--- config.mk ---
export PLATFORM = sky130hd
export DESIGN_NAME = request_queue_flat
export DESIGN_NICKNAME = d
export VERILOG_FILES = /design/src/rtl/global_defs.sv /design/src/rtl/request_queue_if.sv /design/src/rtl/request_queue.sv /design/src/flat_wrapper.sv
export SDC_FILE = /design/constraint.sdc
export NUM_CORES = 2
export LEC_CHECK = 0
export BUFFER_PORTS_ARGS = -buffer_cell sky130_fd_sc_hd__buf_2
export CORE_MARGIN = 5
export CORE_UTILIZATION = 35
export CTS_CLUSTER_SIZE = 12
export DETAILED_ROUTE_END_ITERATION = 6
export PLACE_DENSITY = 0.61
export SLEW_MARGIN = 15
export SYNTH_ARGS = -nofsm -noshare
export SYNTH_HDL_FRONTEND = slang
export SYNTH_SLANG_ARGS = --single-unit
--- constraint.sdc ---
create_clock -name clk -period 14.55 [get_ports clk]
set_clock_uncertainty 0.15 [all_clocks]
set_input_delay 2.91 -clock clk [delete_from_list [all_inputs] [get_ports clk]]
set_output_delay 2.91 -clock clk [all_outputs]
set_load 0.05 [all_outputs]
--- src/rtl/global_defs.sv ---
// Shared request types passed between the command parser and the request queue.
// The parser output is 106 bits packed: 64 + 2 + 32 + 7 + 1.
package global_defs;

  localparam int ADDRESS_WIDTH = 32;

  typedef enum logic [1:0] {
    NOP   = 2'b00,
    READ  = 2'b01,
    WRITE = 2'b10,
    FLUSH = 2'b11
  } parsed_op_t;

  typedef struct packed {
    logic [63:0]              CPU_clock_count;
    parsed_op_t               opcode;
    logic [ADDRESS_WIDTH-1:0] address;
    logic [6:0]               life;
    logic                     op_ready_s;
  } parser_out_struct;

endpackage

--- src/rtl/request_queue_if.sv ---
// Handshake bundle between the parser, the request queue and the DRAM scheduler.
// The slave modport is the queue side; the master modport is the parser/scheduler side.
interface request_queue_if
  import global_defs::*;
#(
  parameter int QUEUE_DEPTH = 16
);

  parser_out_struct             in_req;
  logic                         q_full;
  logic                         q_empty;
  logic [$clog2(QUEUE_DEPTH):0] q_count;
  parser_out_struct             out_req;
  logic                         out_valid;
  logic                         out_ready;
  logic                         head_stale;
  logic                         overflow;

  modport slave (
    input  in_req,
    input  out_ready,
    output q_full,
    output q_empty,
    output q_count,
    output out_req,
    output out_valid,
    output head_stale,
    output overflow
  );

  modport master (
    output in_req,
    output out_ready,
    input  q_full,
    input  q_empty,
    input  q_count,
    input  out_req,
    input  out_valid,
    input  head_stale,
    input  overflow
  );

endinterface

--- src/rtl/request_queue.sv ---
// Circular buffer of parsed requests feeding the DRAM scheduler, with per-entry
// age counters and a stale flag on the head entry.
module request_queue
  import global_defs::*;
#(
  parameter int QUEUE_DEPTH = 16,
  parameter int AGE_LIMIT   = 100
) (
  input logic             clk,
  input logic             rst_n,
  request_queue_if.slave  bus
);

  localparam int PW = $clog2(QUEUE_DEPTH);
  localparam int CW = PW + 1;
  localparam logic [6:0] LIFE_MAX = 7'd127;

  typedef struct packed {
    logic [63:0]              cpu_clock_count;
    parsed_op_t               opcode;
    logic [ADDRESS_WIDTH-1:0] address;
  } payload_t;

  logic [PW-1:0] r_head;
  logic [PW-1:0] r_tail;
  logic [CW-1:0] r_count;
  logic          r_overflow;

  payload_t      r_payload_mem [QUEUE_DEPTH];
  logic [6:0]    w_life        [QUEUE_DEPTH];

  logic          w_push;
  logic          w_pop;
  logic          w_empty;
  logic          w_full;
  logic          w_accept;
  logic          w_reject;
  payload_t      w_head_payload;
  logic [6:0]    w_head_life;
  parser_out_struct w_out_req;
  logic          w_unused_life;

  assign w_empty  = (r_count == '0);
  assign w_full   = (r_count == CW'(QUEUE_DEPTH));
  assign w_push   = bus.in_req.op_ready_s && (bus.in_req.opcode != NOP);
  assign w_pop    = !w_empty && bus.out_ready;
  // A full queue still takes a push when the head leaves in the same cycle.
  assign w_accept = w_push && (!w_full || w_pop);
  assign w_reject = w_push && !w_accept;

  assign w_unused_life = ^bus.in_req.life;

  always_ff @(posedge clk or negedge rst_n) begin
    if (!rst_n) begin
      r_head     <= '0;
      r_tail     <= '0;
      r_count    <= '0;
      r_overflow <= 1'b0;
    end else begin
      if (w_accept) begin
        r_tail <= r_tail + 1'b1;
      end
      if (w_pop) begin
        r_head <= r_head + 1'b1;
      end
      case ({w_accept, w_pop})
        2'b10:   r_count <= r_count + 1'b1;
        2'b01:   r_count <= r_count - 1'b1;
        default: r_count <= r_count;
      endcase
      if (w_reject) begin
        r_overflow <= 1'b1;
      end
    end
  end

  // Payload needs no reset: occupancy decides whether a slot is meaningful.
  always_ff @(posedge clk) begin
    if (w_accept) begin
      r_payload_mem[r_tail] <= '{
        cpu_clock_count: bus.in_req.CPU_clock_count,
        opcode:          bus.in_req.opcode,
        address:         bus.in_req.address
      };
    end
  end

  genvar gi;
  generate
    for (gi = 0; gi < QUEUE_DEPTH; gi++) begin : g_life
      logic [PW-1:0] w_offset;
      logic          w_occupied;
      logic          w_write;
      logic [6:0]    r_life;

      assign w_offset   = PW'(gi) - r_head;
      assign w_occupied = ({1'b0, w_offset} < r_count);
      assign w_write    = w_accept && (r_tail == PW'(gi));

      // A freshly written slot restarts at zero; occupied slots age until saturation.
      always_ff @(posedge clk or negedge rst_n) begin
        if (!rst_n) begin
          r_life <= '0;
        end else if (w_write) begin
          r_life <= '0;
        end else if (w_occupied && (r_life != LIFE_MAX)) begin
          r_life <= r_life + 1'b1;
        end
      end

      assign w_life[gi] = r_life;
    end
  endgenerate

  assign w_head_payload = r_payload_mem[r_head];
  assign w_head_life    = w_life[r_head];

  always_comb begin
    w_out_req        = '0;
    w_out_req.opcode = NOP;
    if (!w_empty) begin
      w_out_req.CPU_clock_count = w_head_payload.cpu_clock_count;
      w_out_req.opcode          = w_head_payload.opcode;
      w_out_req.address         = w_head_payload.address;
      w_out_req.life            = w_head_life;
      w_out_req.op_ready_s      = 1'b1;
    end
  end

  assign bus.out_req    = w_out_req;
  assign bus.out_valid  = !w_empty;
  assign bus.q_empty    = w_empty;
  assign bus.q_full     = w_full;
  assign bus.q_count    = r_count;
  assign bus.head_stale = !w_empty && (w_head_life >= 7'(AGE_LIMIT));
  assign bus.overflow   = r_overflow;

endmodule

--- src/flat_wrapper.sv ---
// flat-port wrapper written by rule: the top's interface ports become plain ports
module request_queue_flat import global_defs::*;
#(
  parameter int QUEUE_DEPTH = 16,
  parameter int AGE_LIMIT   = 100
)
  (clk, rst_n, bus_in_req, bus_out_ready, bus_q_full, bus_q_empty, bus_q_count, bus_out_req, bus_out_valid, bus_head_stale, bus_overflow);
  request_queue_if #(.QUEUE_DEPTH(QUEUE_DEPTH)) bus_i ();
  input logic clk;
  input logic rst_n;
  input wire logic [$bits(bus_i.in_req)-1:0] bus_in_req;
  input wire logic [$bits(bus_i.out_ready)-1:0] bus_out_ready;
  output wire logic [$bits(bus_i.q_full)-1:0] bus_q_full;
  output wire logic [$bits(bus_i.q_empty)-1:0] bus_q_empty;
  output wire logic [$bits(bus_i.q_count)-1:0] bus_q_count;
  output wire logic [$bits(bus_i.out_req)-1:0] bus_out_req;
  output wire logic [$bits(bus_i.out_valid)-1:0] bus_out_valid;
  output wire logic [$bits(bus_i.head_stale)-1:0] bus_head_stale;
  output wire logic [$bits(bus_i.overflow)-1:0] bus_overflow;
  assign bus_i.in_req = bus_in_req;
  assign bus_i.out_ready = bus_out_ready;
  assign bus_q_full = bus_i.q_full;
  assign bus_q_empty = bus_i.q_empty;
  assign bus_q_count = bus_i.q_count;
  assign bus_out_req = bus_i.out_req;
  assign bus_out_valid = bus_i.out_valid;
  assign bus_head_stale = bus_i.head_stale;
  assign bus_overflow = bus_i.overflow;
  request_queue #(.QUEUE_DEPTH(QUEUE_DEPTH), .AGE_LIMIT(AGE_LIMIT)) u_core (.clk(clk), .rst_n(rst_n), .bus(bus_i));
endmodule
* Yosys cells after proc, flatten, opt, wreduce, memory -nomap -nowiden
Memory sizes are Yosys's and may differ from the RTL's. Cells that the tools add are included.
Operators by class: $add $sub $neg 36, order comparisons 18, equal/unequal tests 34, multiplexer cells 39, bitwise gates (word level) 1, reduce and logical (&&, ||, !) cells 61
Operators by type and width (count):
- $mux W7 | 34
- $add A7 B1 Y7 const B | 16
- $ne A7 B7 Y1 const B | 16
- $mux W106 | 1
- $lt A4 B5 Y1 | 16
- $logic_and A1 B1 Y1 | 37
- $reduce_bool A2 Y1 | 18
- $eq A4 B4 Y1 const B | 8
- $sub A4 B4 Y4 const A | 8
- $bmux W7 S4 | 1
- $eq A4 B3 Y1 const B | 4
- $sub A3 B4 Y4 const A | 4
- $pmux W5 S2 | 1
- $add A4 B1 Y4 const B | 2
- $eq A4 B2 Y1 const B | 2
- $sub A1 B4 Y4 const A | 2
- $sub A2 B4 Y4 const A | 2
- $ge A7 B7 Y1 const B | 1
- $add A5 B1 Y5 const B | 1
- $eq A5 B5 Y1 const B | 1
- $ge A5 B5 Y1 const B | 1
- $logic_not A5 Y1 | 1
- $not A4 Y5 | 1
- $sub A5 B1 Y5 const B | 1
- 7 further kinds | 10
Storage, ports and cells: register bits 126, RAM bits 1568, logic and storage cells 210, memories kept 1
Memory list:
- u_core.r_payload_mem | words 16, width 98, read ports 1, clocked after memory_dff 0, wr ports 1, RTL line request_queue.sv:29 | payload_t r_payload_mem [QUEUE_DEPTH];

* Depth between registers and ports, before layout
depth after elaboration 7, gate-level depth with buffers 16

* Least setup slack after synthesis
OpenSTA, ideal clock, no wires.
kind input-to-reg, start point in bus_in_req[41], end point mem u_core.r_payload_mem[3][0] in the netlist's numbering (enable), library setup time 0.546 ns, arrival 7.674 ns, data required time 13.854 ns, setup slack 6.180 ns, stages 6, cell sequence o21ai_0 -> a31oi_1 -> clkbuf_1 -> buf_2 -> nand2_1 -> nor3_2
On the way: cells in the longest elaborated chain, start to end 5
RTL lines:
- start: declaration | RTL line flat_wrapper.sv:11 | input wire logic [$bits(bus_i.in_req)-1:0] bus_in_req;
- $reduce_bool A2 Y1 | RTL line request_queue.sv:45 | assign w_push = bus.in_req.op_ready_s && (bus.in_req.opcode != NOP);
- $logic_and A1 B1 Y1 | RTL line request_queue.sv:45
- $logic_and A1 B1 Y1 | RTL line request_queue.sv:48 | assign w_accept = w_push && (!w_full || w_pop);
- $mux W1 | RTL line request_queue.sv:79 | if (w_accept) begin
- $mux W1 (not written as such) | RTL line request_queue.sv:80 | r_payload_mem[r_tail] <= '{
- end: declaration | RTL line request_queue.sv:29
No other way between the ends.

* Worst setup path in the final report
start point reg u_core.r_head[0], end point out bus_out_req[82]
On the way: cells in the longest elaborated chain, start to end 2
RTL lines:
- start: declaration | RTL line request_queue.sv:24 | logic [PW-1:0] r_head;
- start signal: assignment | RTL line request_queue.sv:64 | r_head <= r_head + 1'b1;
- $mem_v2 Z16 W98
- $mux W106 | RTL line request_queue.sv:121 | if (!w_empty) begin
- end: declaration | RTL line flat_wrapper.sv:16 | output wire logic [$bits(bus_i.out_req)-1:0] bus_out_req;
No other way between the ends.

==> impl_metrics.csv <==
group,metric,value,unit
sta,final_max_slew_viol_count,0,
clock_network,cts_inserted_buffers,173,
logic_synthesis,synth_top_area_share,69.7,%
drt,drt_iter0_markers,2913,
flow_run,maxCapViolations,0,
cells_and_area,layout-area-overhead-vs-synth,13.7,%
sta,report.final.hold_viol_count,0,
clock_network,number_of_gates_given_a_new_drive_strength_after_cts,0,
logic_synthesis,synth_nets,3311,
worst_setup_path,start_kind,"register",
placed_design,place.detailed.instances,5787,
floorplan,die_h,449,microns
logic_synthesis,netlist-cell-type-count,51,
worst_setup_path,cp-end-kind,"output port",
floorplan,coreArea,192000,sq um
grt,antenna_found_initial,42,
power,switching_share,36.3,%
floorplan,boundaryPins,225,
drt,route.detailed.drc,0,
power,max-vdd-ir-drop,0.180,mV
power,clock_power_share,24.6,%
sta,setup-violations-final,0,
worst_setup_path,worst-endpoint-arrival,5290,ps
drt,via_count,32200,
cells_and_area,final_layout_size_suffix_gt1_share,29.1,%
placed_design,dp_hpwl,84700,microns
clock_network,clock_insertion_delay_worst_skew,820,ps
clock_network,cts_root_buffer,"clkbuf_16",
power,cellPowerDensity,217,nW/um^2
power,netSwitchingPower,6.05,mW
sta,post-route-period-util,57.4,%
floorplan,chipWidth,449,microns
worst_setup_path,worst-endpoint-required,11490,ps
worst_setup_path,largest_fanout_on_the_critical_path,117,
logic_synthesis,synth_area,67500,sq um
drt,route.antenna.remaining_nets,0,
grt,grt_pass1_wl,235000,microns
cells_and_area,final_cell_count_no_fill,6084,
floorplan,row_count,161,
placed_design,portBuffers,217,
logic_synthesis,synth.ff_latch_count,1694,
power,internal_power,10.6,mW
grt,pin_count_of_the_biggest_net_entering_global_routing,148,
clock_network,cts.hold.buffers_added,0,
sta,final_period_demand_of_the_worst_path,8350,ps
sta,fmaxAchievable,0.120,GHz
logic_synthesis,synth_edf_count,1568,
outcome,status,"finished, final reports clean",
drt,routed_wl,161000,microns
sta,maxSlewHeadroom,19.8,%
floorplan,initial_utilization,35.1,%
clock_network,clk_sinks,1694,
power,seq_power_share,37.3,%
power,total_leakage_power,24.8,nW
logic_synthesis,syn-instance-count,3144,
placed_design,routabilityCongestion,0.752,
logic_synthesis,synthMostInstantiatedCell,"edfxtp_1",
clock_network,cts.repair_timing.setup_buffer_count,0,
drt,drt_pre_antenna_iters,6,
hold_path,worstHoldPathType,"reg -> reg",
logic_synthesis,synthTopCellsByArea,"edfxtp_1, mux4_2, dfrtp_1, ha_1, and2_1",
logic_synthesis,postSynthAreaPerCell,21.5,sq um
sta,worst_pin_slew,1200,ps
drt,detail_route.wl_per_cell,26.5,microns
drt,vias_per_cell,5.30,
logic_synthesis,yosys-top-cells-count,"edfxtp_1, mux4_2, dfrtp_1",
floorplan,die_area,202000,sq um
power,power.share.combinational,38.0,%
cells_and_area,final_core_utilization,40.0,%
sta,totalNegativeSetupSlack,0,ps
clock_network,maximum_buffer_depth_of_the_clock_tree,3,
grt,first_global_vias,33600,
clock_network,path_clk_slew,70,ps
sta,setup_repair_after_global_routing_missed_its_margin,"false",
logic_synthesis,yosys_most_used_dff,"edfxtp_1",
grt,grt_overflow,0,
logic_synthesis,ys.warnings.count,0,
grt,grtUsageTotal,15.8,%
cells_and_area,final_net_count,3603,
logic_synthesis,synth.yosys.seq_area_share,74.4,%
worst_setup_path,timing_worst_setup_path_type,"reg -> out",
clock_network,clock_tree_from_tritoncts,"done",
clock_network,clock_tree.htree_level_count,4,
logic_synthesis,post-synth-top-area-cell,"edfxtp_1",
logic_synthesis,asyncSetResetFlopFracSynth,7.44,%
==> path summary, 6_finish.rpt <==
kind / from / to / slack, ps / cells after the start
hold / removal: u_core.bus.overflow / u_core.bus.overflow / 310 / 2
setup reg to reg: u_core.bus.q_count[0] / u_core.bus.q_count[4] / 9660 / 14
hold reg to reg: u_core.bus.overflow / u_core.bus.overflow / 310 / 2
min in group asynchronous: rst_n / u_core.bus.overflow / 2030 / 1
setup / recovery: u_core.r_head[0] / bus_out_req[82] / 6200 / 6
max in group asynchronous: rst_n / u_core.g_life[4].r_life[4] / 10690 / 2
==> flip-flops by register name (all words and copies together), names as in the netlist <==
name	count
u_core.r_payload_mem	1568
u_core.g_life.r_life	112
u_core.bus.q_count	5
u_core.r_head	4
u_core.r_tail	4
u_core.bus.overflow	1
==> metrics by stage <==
stage	total power [mW]	setup slack, ps	area, sq um	hold WS (ps)
final	16.7	6200	76800	310
after global routing	17.5	5810	76800	352
after CTS	16.9	6070	76800	320
after detailed placement	12.8	6950	71600	302
after global placement	12.8	6950	71600	308
after floorplan	11.0	6180	67500	330
==> power by group through the flow <==
stage               Sequential (mW)  Clock, mW  Combinational [mW]
floorplan                      6.19          0                4.80
global placement               6.30          0                6.46
CTS                            6.22       4.20                6.50
global route                   6.28       4.41                6.81
detailed placement             6.32          0                6.48
finish                         6.22       4.10                6.34
==> worst max-delay path, cell delays in order (launching register included) <==
cell and delay (ps):
dfrtp_4 1090, buf_4 750, buf_12 630, mux4_2 620, mux4_2 460, and2_1 270, buf_2 260
==> cell type report <==
class                      instances  area (sq um)
antenna                           13          32.5
clock buffer                     231          4620
clock inverter                    53           538
fill                           17000        115000
inverter                          49           211
multi-input combinational       1249         16500
sequential                      1694         50200
tap                             2526          3160
timing repair buffer             269          1520
==> cells by family (layout without fill, tap and decap cells) <==
group,after synthesis,in the layout,synth area share [%]
AOI/OAI and AO/OA,202,202,1.73
xor gates and xnor gates,60,60,0.778
adders and majority gates,58,58,1.07
buffers and inverters,201,602,1.31
DFF,1694,1694,74.4
muxes,539,539,17.7
other,0,13,0
and+or+nand+nor,390,390,3.05
==> per-layer routing <==
metal | wire (microns) | GRT usage [%] | part of all wire (%) | up-vias
li1 | - | - | - | 13600
met1 | 68300 | 21.1 | 42 | 17500
met3 | 8070 | 2.83 | 5.0 | 272
met5 | 136 | 0 | 0.084 | -
met2 | 80900 | 26.7 | 50 | 837
met4 | 3850 | 4.49 | 2.4 | 20
==> placed cells by master, fill, tap and decap left out, types with 9 or more instances in the layout <==
cell type,netlist,routed
a21o_1,10,10
a21oi_1,80,80
a22oi_1,13,13
and2_1,109,109
and3_1,38,26
and3_4,0,12
buf_2,50,216
buf_4,2,50
clkbuf_1,82,53
clkbuf_16,0,175
clkinv_1,2,24
clkinv_2,0,9
dfrtp_1,126,123
diode_2,0,13
edfxtp_1,1568,1568
ha_1,58,58
inv_1,45,44
mux2i_1,13,13
mux4_2,523,523
nand2_1,53,52
nand3_1,47,47
nor2_1,79,79
nor3_1,9,9
o211ai_1,10,10
o21ai_0,58,58
o21ai_1,10,10
or3_1,29,29
xnor2_1,33,33
xor2_1,27,27
Power figures use the tool's default switching activity.
